<file path="src/rtl/vtg_pkg.sv">
// Shared types and helpers for video_timing_gen: signed sync adjustment,
// clamped porch computation and segment totals.
package vtg_pkg;

  typedef logic signed [3:0] adj_t;

  function automatic int seg_total(input int active, input int fp, input int sync, input int bp);
    return active + fp + sync + bp;
  endfunction

  // Sync may never start inside the active region and must leave at least one unit of back porch.
  function automatic int clamp_porch(input int fp, input int bp, input adj_t adj);
    int p;
    p = fp + int'(adj);
    if (p < 1) p = 1;
    else if (p > fp + bp - 1) p = fp + bp - 1;
    return p;
  endfunction

endpackage

</file>
<file path="src/rtl/vtg_axis.sv">
// One raster axis: position counter with blank/sync decode and event pulses,
// all flags registered from the next count so they line up with pos.
module vtg_axis
  import vtg_pkg::*;
#(
  parameter int ACTIVE = 288,
  parameter int FP     = 21,
  parameter int SYNC   = 31,
  parameter int BP     = 44,
  parameter int CNT_W  = 9
) (
  input  logic             clk,
  input  logic             rst,
  input  logic             en,
  input  adj_t             adj,
  output logic [CNT_W-1:0] pos,
  output logic             blk,
  output logic             syn,
  output logic             wrap,
  output logic             start_pulse,
  output logic             blank_pulse
);

  localparam int TOTAL = seg_total(ACTIVE, FP, SYNC, BP);
  localparam logic [CNT_W-1:0] LAST = CNT_W'(TOTAL - 1);

  logic [CNT_W-1:0] pos_next;
  int               pos_next_i;
  int               sync_lo;
  int               sync_hi;

  assign wrap = en && (pos == LAST);

  always_comb begin
    pos_next = pos;
    if (en) pos_next = (pos == LAST) ? '0 : pos + 1'b1;
    pos_next_i = int'(pos_next);
    sync_lo    = ACTIVE + clamp_porch(FP, BP, adj);
    sync_hi    = sync_lo + SYNC;
  end

  always_ff @(posedge clk or posedge rst) begin
    if (rst) begin
      pos         <= '0;
      blk         <= 1'b0;
      syn         <= 1'b1;
      start_pulse <= 1'b0;
      blank_pulse <= 1'b0;
    end else begin
      // Pulses are recomputed every clock so they drop even when en is low.
      start_pulse <= wrap;
      blank_pulse <= en && (pos_next_i == ACTIVE);
      if (en) begin
        pos <= pos_next;
        blk <= (pos_next_i >= ACTIVE);
        syn <= !((pos_next_i >= sync_lo) && (pos_next_i < sync_hi));
      end
    end
  end

endmodule

</file>
<file path="src/rtl/video_timing_gen.sv">
// Raster timing generator: H/V counters, blanking, active-low syncs, gated RGB and
// line/frame pulses. Define VTG_ADJUST_EN to enable frame-latched sync centering.
module video_timing_gen
  import vtg_pkg::*;
#(
  parameter int H_ACTIVE = 288,
  parameter int H_FP     = 21,
  parameter int H_SYNC   = 31,
  parameter int H_BP     = 44,
  parameter int V_ACTIVE = 224,
  parameter int V_FP     = 11,
  parameter int V_SYNC   = 7,
  parameter int V_BP     = 21,
  parameter int CNT_W    = 9,
  parameter int RGB_W    = 12
) (
  input  logic               MCLK,
  input  logic               RESET,
  input  logic               CE_PIX,
  input  logic signed [3:0]  H_ADJ,
  input  logic signed [3:0]  V_ADJ,
  input  logic [RGB_W-1:0]   iRGB,
  output logic [CNT_W-1:0]   HPOS,
  output logic [CNT_W-1:0]   VPOS,
  output logic               HBLK,
  output logic               VBLK,
  output logic               HSYN,
  output logic               VSYN,
  output logic [RGB_W-1:0]   oRGB,
  output logic               LINE_START,
  output logic               VBL_IRQ
);

  logic hwrap;
  logic vwrap;
  logic v_en;
  adj_t h_adj_eff;
  adj_t v_adj_eff;
  logic h_blank_pulse_unused;
  logic v_start_pulse_unused;

  assign v_en = CE_PIX & hwrap;

`ifdef VTG_ADJUST_EN
  adj_t h_adj_reg;
  adj_t v_adj_reg;

  // vwrap already implies CE and a horizontal wrap, i.e. the frame start.
  always_ff @(posedge MCLK or posedge RESET) begin
    if (RESET) begin
      h_adj_reg <= '0;
      v_adj_reg <= '0;
    end else if (vwrap) begin
      h_adj_reg <= H_ADJ;
      v_adj_reg <= V_ADJ;
    end
  end

  assign h_adj_eff = h_adj_reg;
  assign v_adj_eff = v_adj_reg;
`else
  logic adj_inputs_unused;
  assign adj_inputs_unused = ^{H_ADJ, V_ADJ};
  assign h_adj_eff = '0;
  assign v_adj_eff = '0;
`endif

  vtg_axis #(
    .ACTIVE (H_ACTIVE),
    .FP     (H_FP),
    .SYNC   (H_SYNC),
    .BP     (H_BP),
    .CNT_W  (CNT_W)
  ) u_h_axis (
    .clk         (MCLK),
    .rst         (RESET),
    .en          (CE_PIX),
    .adj         (h_adj_eff),
    .pos         (HPOS),
    .blk         (HBLK),
    .syn         (HSYN),
    .wrap        (hwrap),
    .start_pulse (LINE_START),
    .blank_pulse (h_blank_pulse_unused)
  );

  vtg_axis #(
    .ACTIVE (V_ACTIVE),
    .FP     (V_FP),
    .SYNC   (V_SYNC),
    .BP     (V_BP),
    .CNT_W  (CNT_W)
  ) u_v_axis (
    .clk         (MCLK),
    .rst         (RESET),
    .en          (v_en),
    .adj         (v_adj_eff),
    .pos         (VPOS),
    .blk         (VBLK),
    .syn         (VSYN),
    .wrap        (vwrap),
    .start_pulse (v_start_pulse_unused),
    .blank_pulse (VBL_IRQ)
  );

  // Blanking comes from the flags of the pixel being replaced, hence the one-pixel lag.
  always_ff @(posedge MCLK or posedge RESET) begin
    if (RESET) oRGB <= '0;
    else if (CE_PIX) oRGB <= (HBLK | VBLK) ? '0 : iRGB;
  end

endmodule

</file>
<file path="config.mk">
export PLATFORM = sky130hd
export DESIGN_NAME = video_timing_gen
export DESIGN_NICKNAME = d
export VERILOG_FILES = /design/src/rtl/vtg_pkg.sv /design/src/rtl/vtg_axis.sv /design/src/rtl/video_timing_gen.sv
export SDC_FILE = /design/constraint.sdc
export NUM_CORES = 1
export LEC_CHECK = 0
export CAP_MARGIN = 20
export CORE_MARGIN = 1
export CORE_UTILIZATION = 30
export CTS_BUF_LIST = sky130_fd_sc_hd__clkbuf_2 sky130_fd_sc_hd__clkbuf_4 sky130_fd_sc_hd__clkbuf_8
export DETAILED_ROUTE_END_ITERATION = 10
export GPL_ROUTABILITY_DRIVEN = 0
export PLACE_DENSITY_LB_ADDON = 0.15
export SYNTH_ARGS = -nofsm -noshare
export SYNTH_HDL_FRONTEND = slang
export SYNTH_SLANG_ARGS = --single-unit
</file>
<file path="constraint.sdc">
create_clock -name MCLK -period 3.85 [get_ports MCLK]
set_input_delay 0.385 -clock MCLK [delete_from_list [all_inputs] [get_ports MCLK]]
set_output_delay 0.385 -clock MCLK [all_outputs]
set_load 0.05 [all_outputs]
</file>
==> metrics.txt, run 1 <==
endpoint of the most critical setup path=u_v_axis.blank_pulse$_DFF_PP0_; number of antenna violations at the first check in global routing=0; number of clock sinks=36; setup repair after global routing missed its margin=no; Synth Area in Simple Gates=21.2%; input/output buffers=50; post-synthesis average cell area=9.66 µm²; cells taking the most area after synthesis=dfrtp_1 46%, o21ai_0 4.8%, nand2_1 4.8%; measured slew at the worst slew-check pin=0.618 ns; Tot GR Track Use=15.1%; depth of the worst register-to-register path=8; pre-CTS setup slack=0.957 ns; CP max FO=13; DIE AREA=0.00653 mm²; data arrival time of the critical path=2.88 ns; number of hold-repair buffers added at the cts stage=0; die span in x=80.8 µm; total detailed-routing wirelength=4440 µm; routed vias/inst=4.85; core occupancy in the finished layout=roughly 43%; number of enable-type register cells in the synthesized netlist=0; flop2flop setup slack=1.14 ns; fraction of layout instances using a drive strength above 1=11.2%; clock tree from TritonCTS=yes; proportion of register bits with asynchronous set or reset after synthesis=100%; area fraction of the dominant cell type after synthesis=roughly 46%; clock-pin slew on the worst setup and hold paths=0.07 ns; Synth Register Bits=36; worst slew margin relative to its limit=58.7%; max FFs per register=12; Reg-to-Reg End=u_v_axis.blank_pulse$_DFF_PP0_; Worst Slack Setup Final=around 1.1 ns; number of ports placed on the die boundary=59; number of setup violations in the final report=0; outcome=finished, final reports clean; kind of end point of the critical path=flip-flop; kind of cell adding the most delay to the critical path=simple AND/OR/NAND/NOR gates; Hold Vio Cnt, Final=0; Total Power Consumption=1.21 mW; arithmetic-cell share of the synthesized area counting full adders, half adders and majority gates=between 2 and 2.5%; Post-Synthesis Cell Area=~0.0019 mm²; total count of max-transition violations in the final report=0; pin count of the biggest net entering global routing=37; GRT Residual Overflow=0; clock buffers created by TritonCTS=5; most numerous cell in the Yosys netlist=dfrtp_1; dominant synthesized flop cell=dfrtp_1; Clock Latency Late Sink=0.28 ns; chain of cells forming the critical path=ha_1 -> nand3_2 -> or3_4 -> clkinv_4 -> nand2_1 -> o31a_1 -> or3_1 -> a2111oi_2; starting DRC count in detailed routing=66; sequential area share after synthesis=48.5%; drt wl/cell=13.7 µm; number of antenna-violating nets in the routed design=0; required time worst endpoint=4.03 ns; category of the critical setup timing path=flip-flop to flip-flop; Cells after Synth=193; largest registers=oRGB: 12 flops, u_h_axis.pos: 9 flops, u_v_axis.pos: 9 flops; total negative setup slack=0 ns; Setup Fix Bufs, Post-CTS=0; area inside the core boundary=0.00596 mm²; overall die height=80.8 µm; Min-Delay Path Class=input port to async pin; total via count in the routed design=1571; Hold Worst Slack=0.499 ns; kind of launch point of the worst setup path=flip-flop; HPWL after detailed placement=approximately 3100 µm; Crit. path cell count=8; fill cell total of the finished layout=601; Buf/Inv on CP=1; Leak=1.14 nW; number of global-route vias before repair=around 1.5k; DR DRC count=0; starting density of the core=31.3%; H-tree Lvls=2; Ant. Diodes=0; register with the most flip-flops=oRGB; crit path max-delay cell type=or3_4; largest vdd supply drop=344 µV; cell type contributing the most total cell area after synthesis=dfrtp_1; Clk Tree Root Cell=clkbuf_8; area fraction in compound gates after synthesis=between 15 and 20%; xor/xnor cell area share of the yosys netlist=3.76%; startpoint of the lowest-slack register-to-register path=u_h_axis.pos[0]$_DFFE_PP0P_; post-layout minimum cycle time=2.71 ns; Cell variety after synth=50; First-pass DRT Iterations=4; fraction of synthesized area in multiplexers=2.28%; largest clock skew in the final design=0.00461 ns; Post-Syn Nets=219; number of cell rows=28; ratio of total power to cell area=~470 mW/mm²; largest stage delay on the critical path=0.51 ns; largest family of logic cells by synthesized area=simple AND/OR/NAND/NOR gates; final clock period utilization by the worst path=70.3%; maximum clock insertion buffer count=2; number of maximum-capacitance constraint violations=0; Post-CTS Resized=0; Synth top cells by count=34 x dfrtp_1, 24 x nand2_1, 22 x inv_1, 18 x o21ai_0, 7 x a21oi_1; area added between synthesis and finish=38.1%; fmax=around 370 MHz; Worst Setup SP=u_h_axis.pos[0]$_DFFE_PP0P_; Syn. warnings=0; first-pass GRT wire length=7470 µm; net count reported at finish=roughly 270
## worst min-delay path by stage
stage / endpoint / startpoint / slack, ns
global placement: u_h_axis.syn$_DFFE_PP1P_ / u_h_axis.syn$_DFFE_PP1P_ / 0.50
floorplan: oRGB[0]$_DFFE_PP0P_ / iRGB[0] / 0.50
global route: oRGB[10]$_DFFE_PP0P_ / oRGB[10]$_DFFE_PP0P_ / 0.55
detailed placement: u_h_axis.syn$_DFFE_PP1P_ / u_h_axis.syn$_DFFE_PP1P_ / 0.49
CTS: u_h_axis.syn$_DFFE_PP1P_ / u_h_axis.syn$_DFFE_PP1P_ / 0.51
finish: oRGB[9]$_DFFE_PP0P_ / RESET / 0.50
## through the flow
step | cell area [µm²] | std cells
after detailed placement | 2460 | 316
after floorplan | 1860 | 193
after global routing | 2570 | 324
after global placement | 2460 | 316
after CTS | 2570 | 324
final | 2570 | 324
## cells in the final DEF, fill, tap and decap left out, types with 2 or more instances in the layout
| cell type | Yosys | layout |
|---|---|---|
| mux2i_1 | 2 | 2 |
| nand4_1 | 4 | 4 |
| ha_1 | 3 | 3 |
| inv_1 | 22 | 22 |
| mux2_2 | 2 | 2 |
| nor3_1 | 4 | 4 |
| xor2_1 | 4 | 4 |
| o21ai_0 | 18 | 18 |
| nor4_1 | 3 | 3 |
| nand2_1 | 24 | 24 |
| a21oi_1 | 7 | 7 |
| and2_2 | 2 | 2 |
| buf_4 | 0 | 4 |
| nand4b_1 | 2 | 2 |
| clkdlybuf4s50_1 | 0 | 50 |
| o31a_1 | 2 | 2 |
| or3_1 | 2 | 2 |
| nor2_1 | 6 | 6 |
| dfrtp_1 | 34 | 34 |
| a21o_1 | 3 | 3 |
| a211oi_1 | 2 | 2 |
| o22ai_1 | 2 | 2 |
| xnor2_1 | 4 | 4 |
| o31ai_1 | 3 | 3 |
| dfstp_2 | 2 | 2 |
| nand3_1 | 6 | 6 |
| clkbuf_8 | 0 | 5 |
## per-layer routing
| layer | routed length (µm) | part of all wire (%) | global-route usage [%] | vias to the layer above |
|---|---|---|---|---|
| li1 | - | - | - | 792 |
| met4 | 27 | 0.61 | 4.82 | 0 |
| met3 | 236 | 5.3 | 3.48 | 2 |
| met1 | 2150 | 48 | 20.9 | 732 |
| met2 | 2030 | 46 | 23.3 | 45 |
| met5 | 0 | 0 | 0 | - |
## report_power, final
group          switching (mW)  internal (mW)  total (mW)
clock                   0.135          0.199       0.334
sequential             0.0600          0.420       0.480
combinational           0.252          0.145       0.397
total                   0.447          0.765        1.21
## cells by family after synthesis
logic type                 Yosys count
DFF                                 36
xor gates and xnor gates             8
and+or+nand+nor                     67
muxes                                4
AOI/OAI and AO/OA                   46
adders and majority gates            3
buffers and inverters               29
## final cells by class
cell class	instances	area, µm²	area share (%)
timing repair buffer	54	531	20.6
inverter	23	91.3	3.55
tap	75	93.8	3.64
clock buffer	6	76.3	2.96
clock inverter	2	35.0	1.36
multi-input combinational	128	845	32.8
sequential	36	903	35.1
## worst min-delay path, stage by stage
cell,delay [ns]
clkdlybuf4s50_1,0.40
inv_1,0.05
buf_4,0.39
Power figures use the tool's default switching activity.
==> inputs of run 2 (changes only) <==
clock period = 2.6 ns   (was 3.85 ns; I/O delays follow)
==> run 2 against run 1 <==
Net effect:
- register-to-register slack worse by 0.97 ns
- final cell count grew 5.6%
- sequential share of layout area is 1.9 points lower
- largest cell class unchanged
- highest routed layer unchanged
==> metrics.txt, run 2 (synthesis gave the netlist of run 1 again) <==
outcome=finished, final reports clean; max FFs per register=12; clock tree from TritonCTS=yes; DR DRC count=0; ratio of total power to cell area=673 mW/mm²; HPWL after detailed placement=3350 µm; Hold Worst Slack=0.368 ns; most frequent CP cell=nand2_1; number of antenna violations at the first check in global routing=0; Hold Vio Cnt, Final=0; clock-pin slew on the worst setup and hold paths=0.07 ns; drt wl/cell=14.0 µm; net count reported at finish=292; routed vias/inst=roughly 4.8; total detailed-routing wirelength=about 4800 µm; number of clock sinks=36; largest stage delay on the critical path=0.45 ns; depth of the worst register-to-register path=9; area inside the core boundary=between 0.005 and 0.006 mm²; input/output buffers=50; Clk Tree Root Cell=clkbuf_8; overall die height=80.8 µm; maximum clock insertion buffer count=2; H-tree Lvls=2; kind of cell adding the most delay to the critical path=simple AND/OR/NAND/NOR gates; die span in x=80.8 µm; number of cell rows=28; kind of launch point of the worst setup path=flip-flop; Clock Latency Late Sink=0.29 ns; post-layout minimum cycle time=2.43 ns; pin count of the biggest net entering global routing=37; chain of cells forming the critical path=inv_1 -> ha_1 -> nor4bb_1 -> buf_4 -> nand2_1 -> nand2_1 -> o31a_1 -> or3_1 -> a2111oi_2; number of global-route vias before repair=1599; worst slew margin relative to its limit=66.1%; largest clock skew in the final design=0.00347 ns; number of antenna-violating nets in the routed design=0; starting density of the core=between 30% and 40%; CP max FO=8; measured slew at the worst slew-check pin=0.507 ns; number of ports placed on the die boundary=59; fmax=412 MHz; area added between synthesis and finish=46.6%; DIE AREA=between 0.006 and 0.007 mm²; First-pass DRT Iterations=4; Crit. path cell count=9; fraction of layout instances using a drive strength above 1=a little under a fifth; number of hold-repair buffers added at the cts stage=0; total count of max-transition violations in the final report=0; number of maximum-capacitance constraint violations=0; category of the critical setup timing path=flip-flop to flip-flop; Ant. Diodes=0; commonest cells after routing, fill and taps aside=50 x clkdlybuf4s50_1, 31 x dfrtp_1, 24 x nand2_1; first-pass GRT wire length=7980 µm; Total Power Consumption=1.84 mW; Buf/Inv on CP=2; flop2flop setup slack=around 0.17 ns; data arrival time of the critical path=around 2.6 ns; Tot GR Track Use=16.2%; register with the most flip-flops=oRGB; total via count in the routed design=1651; most frequent standard cell in the layout excluding fill and tap cells=clkdlybuf4s50_1; crit path max-delay cell type=dfrtp_2; GRT Residual Overflow=0; number of setup violations in the final report=0; starting DRC count in detailed routing=79; largest registers=oRGB: 12 flops, u_h_axis.pos: 9 flops, u_v_axis.pos: 9 flops; required time worst endpoint=2.79 ns; Leak=1.23 nW; kind of end point of the critical path=flip-flop; Min-Delay Path Class=input port to async pin; final clock period utilization by the worst path=93.4%; clock buffers created by TritonCTS=5; largest vdd supply drop=roughly 450 µV
==> run 2: final cells by class <==
cell class | instances | area, µm²
Inverter | 23 | 91.3
Timing Repair Buffer | 72 | 678
Multi-Input combinational cell | 128 | 851
Tap cell | 75 | 93.8
Clock inverter | 2 | 35.0
Clock buffer | 6 | 76.3
Fill cell | 603 | 3220
Sequential cell | 36 | 907
==> run 2: routing by layer <==
metal / track usage (%) / share of wire, %
met2: 25.5 / 45
met1: 22.0 / 49
met5: 0 / 0
met4: 4.82 / 1.2
met3: 4.04 / 4.4
==> run 2: final timing paths <==
path	from	end
min reg2reg	u_h_axis.syn$_DFFE_PP1P_	u_h_axis.syn$_DFFE_PP1P_
min in group MCLK	u_h_axis.syn$_DFFE_PP1P_	u_h_axis.syn$_DFFE_PP1P_
min	RESET	oRGB[10]$_DFFE_PP0P_
max in group asynchronous	RESET	u_v_axis.syn$_DFFE_PP1N_
max	u_v_axis.pos[0]$_DFFE_PP0N_	u_v_axis.blank_pulse$_DFF_PP0_
max reg2reg	u_v_axis.pos[0]$_DFFE_PP0N_	u_v_axis.blank_pulse$_DFF_PP0_
==> run 2: worst min-delay path, delay by kind of cell <==
family | cells | cell delay [ns]
buf+inv | 3 | 0.84
==> run 2: repair_timing <==
action                     CTS  global route
setup endpoints to repair    0             1
setup buffers                0             1
resized for setup            0             1
==> run 2: through the flow <==
stage | std cells | setup TNS (ns) | worst slack [ns] | cell area [µm²] | util, %
6_report | 342 | 0 | 0.172 | 2730 | 45.9
5_1_grt | 342 | -0.0265 | -0.0265 | 2730 | 45.9
4_1_cts | 341 | 0 | 0.107 | 2720 | 45.7
3_5_place_dp | 333 | -0.0316 | -0.0227 | 2610 | 43.8
3_3_place_gp | 333 | -0.0440 | -0.0364 | 2610 | 43.8
2_1_floorplan | 193 | 0 | 0.00382 | 1870 | -
==> run 2: power breakdown <==
group          internal [mW]  leakage [nW]  switching, mW  total (mW)
registers              0.625         0.455         0.0709       0.695
clock network          0.295        0.0586          0.207       0.502
logic                  0.239         0.720          0.402       0.641
==> RTL change 1: new RTL, config.mk and constraints of run 1 <==
Change the parameter `H_BP` from 44 to 33.
--- a/src/rtl/video_timing_gen.sv
+++ b/src/rtl/video_timing_gen.sv
@@ -6,7 +6,7 @@
   parameter int H_ACTIVE = 288,
   parameter int H_FP     = 21,
   parameter int H_SYNC   = 31,
-  parameter int H_BP     = 44,
+  parameter int H_BP     = 33,
   parameter int V_ACTIVE = 224,
   parameter int V_FP     = 11,
   parameter int V_SYNC   = 7,
Formal check against the unedited RTL: no difference found for any inputs over 10 cycles, from zero or initial values and one cycle with RESET high; that may be too few to reach the edited logic, so the function may still have changed.
==> RTL change 1 against run 1 <==
Cell area increased by 0.87%. Synthesized area increased by 3.8%. Power increased by 3.2%. Sequential cell count unchanged. Critical path depth increased by 1. Wire length increased by 0.52%. Setup slack improved by 84 ps. Synthesized cell count increased by 7.8%. Largest cell class unchanged. Largest power group unchanged.
==> RTL change 1: results (changes against run 1) <==
stage	metric	value	unit	change
power_and_ir_drop	Pleak	1.173	nW	+2.8%
status	status	completed		
synthesis	Avg Cell Area, Syn	9.300	um2	-3.7%
synthesis	Cell variety after synth	42		-16%
timing	Fin Clk Skew	8.291	ps	+3.680 ps
route	via count	1670		+6.3%
power_and_ir_drop	NetSw	0.4888	mW	+9.5%
synthesis	Synth Area in Adders	2.587	%	+0.57 points
place	post-DP HPWL	3237	um	+3.4%
clock_network	H-Tree Depth	2		unchanged
cells_and_area	Signal buf overhead	21.19	%	+0.59 points
power_and_ir_drop	Comb group	0.464	mW	+17%
timing	relative slew slack	56.92	%	-1.8 points
critical_path	Worst Path Max Fanout	14		+1
cells_and_area	multi-input combinational area share	32.85	%	+0.053 points
clock_network	CTS root buffer	clkbuf_8		
place	Inst Count DP	327		+3.5%
cells_and_area	clk_buf instances	8		+2
synthesis	multiplexer share of the synthesized area	2.199	%	-0.083 points
route	Avg WL per Cell	13.28	um	-3.1%
global_route	total global routing track utilization	14.49	%	-0.63 points
global_route	global-route wire length before repair	7376	um	-1.2%
global_route	number of global-route vias before repair	1550		+2.9%
synthesis	Compound-Gate Fraction of Synth Area	15.20	%	-0.84 points
global_route	largest net degree at the start of global routing	27		-27%
place	placement-stage cell area	0.002472	mm2	+0.36%
critical_path	CP max stage cell	or3_1		
synthesis	Post-Synth XOR/XNOR Area	2.717	%	-1.0 points
power_and_ir_drop	Clock power frac	23.3	%	-4.3 points
synthesis	top post-synthesis cells by area	dfrtp_1 44%, nand2_1 6.8%, o21ai_0 6.0%		
synthesis	Syn Nets	235		+7.3%
cells_and_area	Final nets	287		+4.7%
global_route	initial antenna violation count	0		unchanged
critical_path	arrival time at the worst endpoint	2840	ps	-40 ps
cells_and_area	Clock-cell share	3.757	%	-0.57 points
cells_and_area	share of cells above drive strength 1	9.962	%	-1.3 points
synthesis	Seq/Total Area, Yosys	46.70	%	-1.8 points
synthesis	Synth top cells by count	35 x nand2_1, 34 x dfrtp_1, 23 x o21ai_0		
cells_and_area	Multi-In Gates	140		+9.4%
route	Total Routed Length	4462	um	+0.52%
cells_and_area	filler cell count	610		+1.5%
place	worst slack, placed	1045	ps	+88.30 ps
route	initial DRC count	86		+30%
cells_and_area	Buffers, non-clock	54		unchanged
power_and_ir_drop	Peak supply drop	287.7	uV	-16%
cells_and_area	Layout Utilization	42.86	%	-0.38 points
## RTL change 1: cell count changes after synthesis, sizes merged, moves of 3 or more
cell	run 1	this run
nor2	6	10
xor2	4	1
o21ai	18	23
nor3	5	8
o211a	0	3
nand2	24	35
## RTL change 1: per-layer routing
layer	wire length, um	GRT usage (%)	share of wire (%)	vias up
met2	2073	21.74	46	45
met1	2136	20.47	48	795
met4	55	4.737	1.2	0
met3	197	3.297	4.4	7
li1	-	-	-	823
met5	0	0	0	-
## RTL change 1: path summary, 6_finish.rpt
path	start	to	slack, ps
max	u_h_axis.pos[0]	u_v_axis.syn	1230
min	RESET	u_h_axis.pos[3]	430
max reg2reg	u_h_axis.pos[0]	u_v_axis.syn	1230
min reg2reg	u_h_axis.syn	u_h_axis.syn	500
max in group asynchronous	RESET	oRGB[10]	2730
min in group MCLK	u_h_axis.syn	u_h_axis.syn	500
==> RTL change 2: new RTL, config.mk and constraints of run 1 <==
Made on the original files. Put a register stage on the output `LINE_START`, cleared by the reset. The value now appears one clock later. The other outputs are not delayed to match.
--- a/src/rtl/video_timing_gen.sv
+++ b/src/rtl/video_timing_gen.sv
@@ -30,6 +30,8 @@
   output logic               LINE_START,
   output logic               VBL_IRQ
 );
+
+  logic LINE_START_d;
 
   logic hwrap;
   logic vwrap;
@@ -80,7 +82,7 @@
     .blk         (HBLK),
     .syn         (HSYN),
     .wrap        (hwrap),
-    .start_pulse (LINE_START),
+    .start_pulse (LINE_START_d),
     .blank_pulse (h_blank_pulse_unused)
   );
 
@@ -109,5 +111,13 @@
     else if (CE_PIX) oRGB <= (HBLK | VBLK) ? '0 : iRGB;
   end
 
+  always_ff @(posedge MCLK or posedge RESET) begin
+    if (RESET) begin
+      LINE_START <= '0;
+    end else begin
+      LINE_START <= LINE_START_d;
+    end
+  end
+
 endmodule
 
Check against the original RTL: same outputs for any inputs over 10 cycles, from zero or initial values and one cycle with RESET high; that may be too few to reach the edited logic, so the function may still have changed.
==> RTL change 2 against run 1 <==
Non-clock buffer count did not move. Die area increased by 1.3%. Combinational power about the same. Setup slack got worse by 13 ps. Final cell count grew 0.31%. Critical path type unchanged. Sequential share of layout area rose by 0.57 points. Synthesized area increased by 1.3%. Sequential cell count increased by 1. Wire length grew 1.4%. Clock skew rose by 1.7 ps. Cell area is 1.1% higher. Global-route usage grew 0.061 points. Power is 2.1% higher. First-iteration DRC count is 26% lower.
==> RTL change 2: results (changes against run 1) <==
stage	metric	value	unit	change
synthesis	Synth top cells by count	35 x dfrtp_1, 24 x nand2_1, 22 x inv_1		
worst_hold_path	worst hold start	u_h_axis.start_pulse		
critical_path	R2R cell count	8		unchanged
clock_network	H-Tree Depth	2		unchanged
cells_and_area	Layout Area Growth over Synthesis	37.81	%	
power_and_ir_drop	Switching Fraction	37.15	%	+0.29 points
power_and_ir_drop	Pleak	1.156	nW	+1.2%
route	total iterations of the first detailed-routing run	5		+1
critical_path	FF-to-FF Start	u_h_axis.pos[0]		
timing	relative slew slack	58.66	%	about the same
critical_path	arrival time at the worst endpoint	2900	ps	+20 ps
global_route	global-route wire length before repair	7652	um	+2.5%
synthesis	Seq/Total Area, Yosys	49.14	%	+0.68 points
clock_network	latest clock arrival within the worst-skew pair	290	ps	
place	worst slack, placed	953.7	ps	-3.005 ps
place	post-DP HPWL	3166	um	+1.1%
synthesis	synth warn	0		unchanged
clock_network	# Post-CTS Setup Buffers	0		unchanged
route	Total Routed Length	4502	um	+1.4%
route	initial DRC count	49		-26%
global_route	total global routing track utilization	15.18	%	+0.061 points
cells_and_area	share of cells above drive strength 1	11.20	%	-0.045 points
synthesis	Syn Nets	220		+0.46%
synthesis	top post-synthesis cells by area	dfrtp_1 46%, o21ai_0 4.8%, nand2_1 4.8%		
synthesis	FFs w/ async S/R, synth	100.0	%	unchanged
cells_and_area	largest registers	oRGB (12), u_h_axis.pos (9), u_v_axis.pos (9)		
synthesis	Cell variety after synth	50		unchanged
cells_and_area	Final nets	275		+0.36%
global_route	largest net degree at the start of global routing	38		+2.7%
place	Inst Count DP	317		+0.32%
cells_and_area	Inserted Diodes	0		unchanged
place	placement-stage cell area	0.002489	mm2	+1.0%
power_and_ir_drop	Peak supply drop	323.4	uV	-6.0%
clock_network	CTS-repair resized insts	0		unchanged
timing	Fin Clk Skew	6.289	ps	+1.678 ps
synthesis	Cells after Synth	194		+0.52%
critical_path	Worst Path Max Fanout	13		unchanged
route	via count	1591		+1.3%
critical_path	Worst Setup Start Kind	flop		
route	Avg WL per Cell	13.85	um	+1.1%
cells_and_area	filler cell count	599		-0.33%
worst_hold_path	Hold Path Class	flop to flop		
clock_network	CTS root buffer	clkbuf_8		
status	status	completed		
## RTL change 2: cell count changes after synthesis, sizes merged
cell	delta
dfrtp	+1
## RTL change 2: routing by layer
layer | up-vias | part of all wire (%) | global-route usage [%]
li1 | 797 | - | -
met4 | 0 | 1.4 | 5.357
met3 | 7 | 4.5 | 3.820
met1 | 752 | 49 | 20.42
met2 | 35 | 45 | 23.42
met5 | - | 0 | 0
## RTL change 2: cell families (layout without fill, tap and decap cells)
group	after synthesis	count (layout)	synth area share, %
AOI/OAI and AO/OA	46	46	15.83
xor gates and xnor gates	8	8	3.708
adders and majority gates	3	3	1.987
buffers and inverters	29	85	6.159
DFF	37	37	49.14
muxes	4	4	2.252
and+or+nand+nor	67	67	20.93
## RTL change 2: worst paths after layout
kind | endpoint | slack (ps)
min in group asynchronous | oRGB[9] | 500
max in group asynchronous | u_h_axis.syn | 3000
setup reg to reg | u_v_axis.blank_pulse | 1130
hold reg to reg | LINE_START | 360
hold / removal | LINE_START | 360
setup / recovery | u_v_axis.blank_pulse | 1130
## RTL change 2: power groups by stage
stage                     clock network [mW]  registers (mW)  logic [mW]
final                                  0.349           0.490       0.398
after global placement                     0           0.497       0.401
after floorplan                            0           0.638       0.123
after global routing                   0.375           0.500       0.426
after detailed placement                   0           0.499       0.403
after CTS                              0.360           0.491       0.404
## RTL change 2: critical path: stages, from the launching register on
cell and delay (ps):
dfrtp_1 420, ha_1 260, nand3_2 160, or3_4 500
clkinv_4 120, nand2_1 80, o31a_1 320, or3_1 390
a2111oi_2 350
## RTL change 2: layout make-up
cell class | count | area share (%)
tap | 75 | 3.604
clock buffer | 6 | 2.931
sequential | 37 | 35.66
clock inverter | 2 | 1.490
inverter | 23 | 3.508
multi-input combinational | 128 | 32.44
timing repair buffer | 54 | 20.37
